File: config.mk
export PLATFORM = sky130hd
export DESIGN_NAME = vmem_arbiter
export DESIGN_NICKNAME = d
export VERILOG_FILES = /design/src/rtl/vmem_arbiter.sv
export SDC_FILE = /design/constraint.sdc
export NUM_CORES = 1
export LEC_CHECK = 0
export CORE_MARGIN = 2
export CORE_UTILIZATION = 37
export DETAILED_ROUTE_END_ITERATION = 10
export PLACE_DENSITY_LB_ADDON = 0.2
export SYNTH_ARGS = -nofsm -noshare
export SYNTH_HDL_FRONTEND = slang
export SYNTH_SLANG_ARGS = --single-unit
File: constraint.sdc
create_clock -name clk -period 1.95 [get_ports clk]
set_input_delay 0.2925 -clock clk [delete_from_list [all_inputs] [get_ports clk]]
set_output_delay 0.2925 -clock clk [all_outputs]
set_load 0.05 [all_outputs]
File: src/rtl/vmem_arbiter.sv
// Round-robin arbiter sharing one virtual_mem request port between fetch (0) and load/store (1).
// Optional WAIT watchdog enabled by defining VMEM_ARB_TIMEOUT_EN.
module vmem_arbiter #(
    parameter int ADDR_W         = 32,
    parameter int DATA_W         = 32,
    parameter int TIMEOUT_CYCLES = 64
) (
    input  logic              clk,
    input  logic              reset,
    input  logic [1:0]        req_valid,
    input  logic [1:0]        req_write,
    input  logic [ADDR_W-1:0] req_address0,
    input  logic [ADDR_W-1:0] req_address1,
    input  logic [DATA_W-1:0] req_wdata0,
    input  logic [DATA_W-1:0] req_wdata1,
    output logic [1:0]        req_ack,
    output logic [1:0]        req_done,
    output logic [1:0]        req_err,
    output logic [DATA_W-1:0] rsp_rdata,
    output logic              mem_valid,
    output logic              mem_write,
    output logic [ADDR_W-1:0] mem_address,
    output logic [DATA_W-1:0] mem_wdata,
    input  logic [DATA_W-1:0] mem_rdata,
    input  logic              mem_ready,
    output logic              busy
);

    typedef enum logic [1:0] {
        S_IDLE  = 2'd0,
        S_ISSUE = 2'd1,
        S_WAIT  = 2'd2,
        S_RESP  = 2'd3
    } state_t;

    state_t            r_state;
    state_t            w_next;
    logic              r_grant;
    logic              r_last_grant;
    logic              r_err;
    logic              r_mem_write;
    logic [ADDR_W-1:0] r_mem_address;
    logic [DATA_W-1:0] r_mem_wdata;
    logic [DATA_W-1:0] r_rsp_rdata;
    logic              w_sel;
    logic              w_latch;
    logic              w_finish;
    logic              w_timeout;

    // A tie goes to the port that was not served last.
    assign w_sel    = (req_valid == 2'b11) ? ~r_last_grant : req_valid[1];
    assign w_latch  = (r_state == S_IDLE) && (|req_valid);
    assign w_finish = (r_state == S_WAIT) && (mem_ready || w_timeout);

`ifdef VMEM_ARB_TIMEOUT_EN
    logic [15:0] r_wait_cnt;

    // Expiry only when ready is absent; a same-cycle ready completes normally.
    assign w_timeout = (r_state == S_WAIT) && !mem_ready &&
                       (r_wait_cnt == 16'(TIMEOUT_CYCLES - 1));

    always_ff @(posedge clk or negedge reset) begin
        if (!reset) begin
            r_wait_cnt <= '0;
        end else if (r_state == S_ISSUE) begin
            r_wait_cnt <= '0;
        end else if ((r_state == S_WAIT) && !mem_ready) begin
            r_wait_cnt <= r_wait_cnt + 16'd1;
        end
    end
`else
    logic w_unused_cfg;

    assign w_unused_cfg = (TIMEOUT_CYCLES > 0);
    assign w_timeout    = 1'b0;
`endif

    always_ff @(posedge clk or negedge reset) begin
        if (!reset) begin
            r_state <= S_IDLE;
        end else begin
            r_state <= w_next;
        end
    end

    always_comb begin
        w_next    = r_state;
        req_ack   = '0;
        req_done  = '0;
        req_err   = '0;
        mem_valid = 1'b0;
        case (r_state)
            S_IDLE: begin
                if (w_latch) begin
                    w_next = S_ISSUE;
                end
            end
            S_ISSUE: begin
                mem_valid        = 1'b1;
                req_ack[r_grant] = 1'b1;
                w_next           = S_WAIT;
            end
            S_WAIT: begin
                if (w_finish) begin
                    w_next = S_RESP;
                end
            end
            S_RESP: begin
                req_done[r_grant] = 1'b1;
                req_err[r_grant]  = r_err;
                w_next            = S_IDLE;
            end
            default: w_next = S_IDLE;
        endcase
    end

    always_ff @(posedge clk or negedge reset) begin
        if (!reset) begin
            r_grant       <= 1'b0;
            r_last_grant  <= 1'b1;
            r_err         <= 1'b0;
            r_mem_write   <= 1'b0;
            r_mem_address <= '0;
            r_mem_wdata   <= '0;
            r_rsp_rdata   <= '0;
        end else begin
            if (w_latch) begin
                r_grant       <= w_sel;
                r_mem_write   <= req_write[w_sel];
                r_mem_address <= w_sel ? req_address1 : req_address0;
                r_mem_wdata   <= w_sel ? req_wdata1 : req_wdata0;
            end
            if (w_finish) begin
                r_last_grant <= r_grant;
                r_err        <= w_timeout;
                r_rsp_rdata  <= w_timeout ? '0 : mem_rdata;
            end
        end
    end

    assign mem_write   = r_mem_write;
    assign mem_address = r_mem_address;
    assign mem_wdata   = r_mem_wdata;
    assign rsp_rdata   = r_rsp_rdata;
    assign busy        = (r_state != S_IDLE);

endmodule
======== Word level (Yosys, flattened, before mapping) ========
Cells that the tools add are included.
storage, ports and cells
  register bits after elaboration ......... 101
  bits of input ports ..................... 167
  output and inout bits ................... 105
  logic and storage cells ................. 37
operators by class
  order comparisons ....................... 3
  equal/unequal tests ..................... 6
  muxes and demuxes ....................... 13
  bitwise operators ....................... 1
  reductions and logical operators ........ 7
operator list
  cell                                                        count
  two-way mux 32 bit                                          2
  two-way mux 2 bit                                           4
  one-hot mux 2 bit (4 select lines)                          1
  == test 2 bit, second input constant                        3
  two-way mux 1 bit                                           5
  less-than comparator 1 x 2 -> 1 bit, second input constant  2
  inequality test 2 bit, second input constant                2
  logical AND 1 bit                                           3
  == test 2 x 1 -> 1 bit, second input constant               1
  zero test 2 bit                                             1
  AND reduction 2 bit                                         1
  nonzero test 2 bit                                          1
  OR reduction 2 bit                                          1
  demux 1 bit (select 1 bit)                                  1
  greater-or-equal comparator 1 bit, second input constant    1
  inverter 1 bit                                              1

======== Longest topological paths before layout ========
  depth in word-level cells ............... 5
  depth in mapped cells ................... 7
  mapped depth without buffers ............ 5

======== Worst setup path after synthesis ========
OpenSTA, ideal clock, no wires.
  kind .................................... register -> output
  start ................................... register r_state[1]
  end ..................................... output port req_ack[0]
  data arrival time ....................... 1.721 ns
  required time ........................... 1.657 ns
  setup slack ............................. -0.063 ns
  stages on the path, launching flop included .. 4
  path buffers ............................ 0
  path through ............................ dfrtp_1 -> inv_1 -> ha_1 -> nor2b_1
on the way
  cells in the longest elaborated chain, start to end .. 2
RTL lines
  element                 line  RTL
  start, declared         36    state_t r_state;
  start signal, assigned  82    r_state <= w_next;
  == test 2 x 1 -> 1 bit  92    case (r_state)
  two-way mux 2 bit       92
  end, declared           16    output logic [1:0] req_ack,
No other way between the ends.

======== Final worst setup path ========
  start ................................... register r_mem_address[5] (netlist: mem_address[5])
  end ..................................... output port mem_address[5]
RTL lines
  element                 line  RTL
  start, declared         42    logic [ADDR_W-1:0] r_mem_address;
  start signal, assigned  130   r_mem_address <= w_sel ? req_address1 : req_address0;
  end, declared           22    output logic [ADDR_W-1:0] mem_address,
No word-level cell between the ends.

==> impl_metrics.env <==
export IMPL_drc=17
export IMPL_path_buf_inv=1
export IMPL_clkTransAtPathRegs_ns=0.06
export IMPL_p_leak_nw=3.18
export IMPL_clock_fmax_mhz=548
export IMPL_min_period_ns=1.83
export IMPL_crit_path_end_kind="output port"
export IMPL_clk_latency_ns=0.34
export IMPL_synthFlopType="dfrtp_1"
export IMPL_synth_edf_count=0
export IMPL_cts_tree="yes"
export IMPL_regToRegStartpoint="r_state[0]"
export IMPL_critPathMaxStageDelay_ns=0.83
export IMPL_fin_nets=880
export IMPL_die_width_um=113
export IMPL_peakVddDrop_mv=1.03
export IMPL_crit_fanout=2
export IMPL_startpoint_type="flip-flop"
export IMPL_p_total_mw=14.4
export IMPL_synth_top_family_by_area="compound AO/OA/AOI/OAI gates"
export IMPL_fp_row_count=39
export IMPL_slowest_stage="clkdlybuf4s50_1"
export IMPL_combinationalPowerShare_pct=62.8
export IMPL_n_antenna_cell=0
export IMPL_grt_start_max_net_pins=67
export IMPL_cts_buffers=9
export IMPL_critPathKind="flip-flop to output port"
export IMPL_min_path_type="primary input to asynchronous set/reset pin"
export IMPL_setup_violations=0
export IMPL_yosysUniqueCellTypes=23
export IMPL_reg2reg_to="r_state[1]"
export IMPL_finalHoldViolations=0
export IMPL_drive_gt1_share_pct=9.80
export IMPL_synthXorXnorAreaFrac_pct=0
export IMPL_grt_pass1_vias=4520
export IMPL_cts_resized=0
export IMPL_synth_common_cells="a21oi_1 (130), dfrtp_1 (100), nand2_1 (67)"
export IMPL_regToRegSetupSlack_ns=0.24
export IMPL_die_h_um=113
export IMPL_synthSimpleGateAreaFrac_pct=11.8
export IMPL_yosys_area_share_adder_pct=1.14
export IMPL_critPathRequiredTime_ns=1.66
export IMPL_cts_sinks=101
export IMPL_fin_crit_sh_pct=93.6
export IMPL_placed_cells=840
export IMPL_grt_usage_pct=22.5
export IMPL_drtPass1Iterations=7
export IMPL_clock_root_buffer="clkbuf_16"
export IMPL_pin_count=272
export IMPL_synth_seq_cells=101
export IMPL_finalSetupTns_ns=0
export IMPL_cp_cell_sequence="clkdlybuf4s50_1"
export IMPL_ant_nets=0
export IMPL_synth_compound_area_share_pct=16.1
export IMPL_yosys_cell_count_top_type="a21oi_1"
export IMPL_p_sw_mw=7.17
export IMPL_worstMarginPinSlew_ns=0.564
export IMPL_cp_top_family="buffers and inverters"
export IMPL_stdcell_count=857
export IMPL_swShare_pct=49.7
export IMPL_via_count=4326
export IMPL_cts_hold_buf=1
export IMPL_core_area_um2=11500
export IMPL_synth_area_leaders="dfrtp_1 (57%), a21oi_1 (15%), mux2_2 (8.5%)"
export IMPL_netlist_area_um2=4390
export IMPL_p_per_area_nw_per_um2=1910
export IMPL_clockPowerShare_pct=11.2
export IMPL_final_max_slew_viol_count=0
export IMPL_yosysWarnings=0
export IMPL_grt_overflow_total=0
export IMPL_synthMuxAreaShare_pct=8.72
export IMPL_synthDominantCellAreaShare_pct=57.0
export IMPL_grt_pass1_wl_um=22700
export IMPL_rsz0062_at_grt="false"
export IMPL_post_cts_buffers=0
export IMPL_violations="DRC"
export IMPL_grt_antenna_before_repair=0
export IMPL_wl_per_cell_um=16.9
export IMPL_io_buffers=269
export IMPL_postSynthAreaPerCell_um2=9.76
export IMPL_status="complete, but fails checks"
export IMPL_worst_clock_skew_ns=0.00455
export IMPL_routed_via_density=5.05
export IMPL_seq_area_frac_synth_pct=57.6
export IMPL_drt_iter0_drc=277
export IMPL_yosysTopAreaCell="dfrtp_1"
export IMPL_cp_depth=1
export IMPL_htreeDepth=3
export IMPL_dieArea_um2=12800
export IMPL_routed_wl_um=14500
export IMPL_place_congestion=0.786
export IMPL_syn_inst=450
export IMPL_synthToLayoutAreaGrowth_pct=72.1
export IMPL_clk_path_buf_depth=2
export IMPL_place_area_um2=7290
export IMPL_power_frac_seq_pct=26.0
export IMPL_max_cap_violations=0
export IMPL_final_cell_area_um2=7560
export IMPL_initial_utilization_pct=38.1
export IMPL_holdWs_ns=0.464
export IMPL_worstRegToRegCells=5
export IMPL_slew_headroom_pct=62.3
export IMPL_postSynth_asyncResetShare_pct=100
export IMPL_p_int_mw=7.26
export IMPL_crit_arrival_ns=1.53
export IMPL_dp_final_hpwl_um=10600
## cell usage in the layout (no fill, tap or decap), types with 4 or more instances in the layout
cell type	count
mux2_2	33
a21oi_1	130
nor2_1	65
buf_12	10
clkbuf_16	9
ha_1	4
dfrtp_1	100
buf_4	7
clkdlybuf4s50_1	262
nand2_1	67
## registers in the layout, summed over array words and instances (netlist names)
name / count
r_state: 2
mem_wdata: 32
mem_write: 1
rsp_rdata: 32
mem_address: 32
r_last_grant: 1
r_grant: 1
## stage by stage
step | setup WS [ns] | utilization (%)
after floorplan | 0.157 | -
after detailed placement | 0.106 | 63.3
final | 0.125 | 65.7
after global routing | 0.0690 | 65.7
after CTS | 0.100 | 65.7
after global placement | 0.183 | 63.3
## routing by layer
layer  GRT usage (%)  part of all wire [%]
met1            24.5                    37
met2            42.4                    53
met3            3.96                   7.0
met4            10.2                   2.8
met5               0                     0
## kinds of logic (layout without fill, tap and decap cells)
logic type,Yosys count,after routing
buffers and inverters,37,300
AND/OR/NAND/NOR,136,136
multiplexers,34,34
AO/OA/AOI/OAI,137,137
adder cells (fa/ha/maj),4,4
other,1,2
flip-flops,101,101
## worst max path at each step
| stage | start | to |
|---|---|---|
| 3_3_place_gp | req_valid[1] | mem_wdata[18] |
| 5_1_grt | mem_wdata[25] | mem_wdata[25] |
| 2_1_floorplan | r_state[1] | req_ack[0] |
| 6_report | mem_address[5] | mem_address[5] |
| 3_5_place_dp | req_valid[1] | mem_wdata[13] |
| 4_1_cts | mem_address[5] | mem_address[5] |
## power by group through the flow
stage	Sequential [mW]	Clock, mW	Combinational [mW]
finish	3.76	1.61	9.06
detailed placement	3.79	0	9.11
global placement	3.74	0	8.97
CTS	3.76	1.67	9.13
floorplan	7.32	0	2.26
global route	3.89	1.76	9.51
## area by class of cell
cell class	instances	area [µm²]
clock buffers	12	236
clock inverters	4	25.0
fillers	948	3960
inverters	4	15.0
multi-input cells	313	1690
flip-flops and latches	101	2530
well taps	143	179
repair buffers	280	2890
No activity file was read; power rests on OpenSTA's default activity.
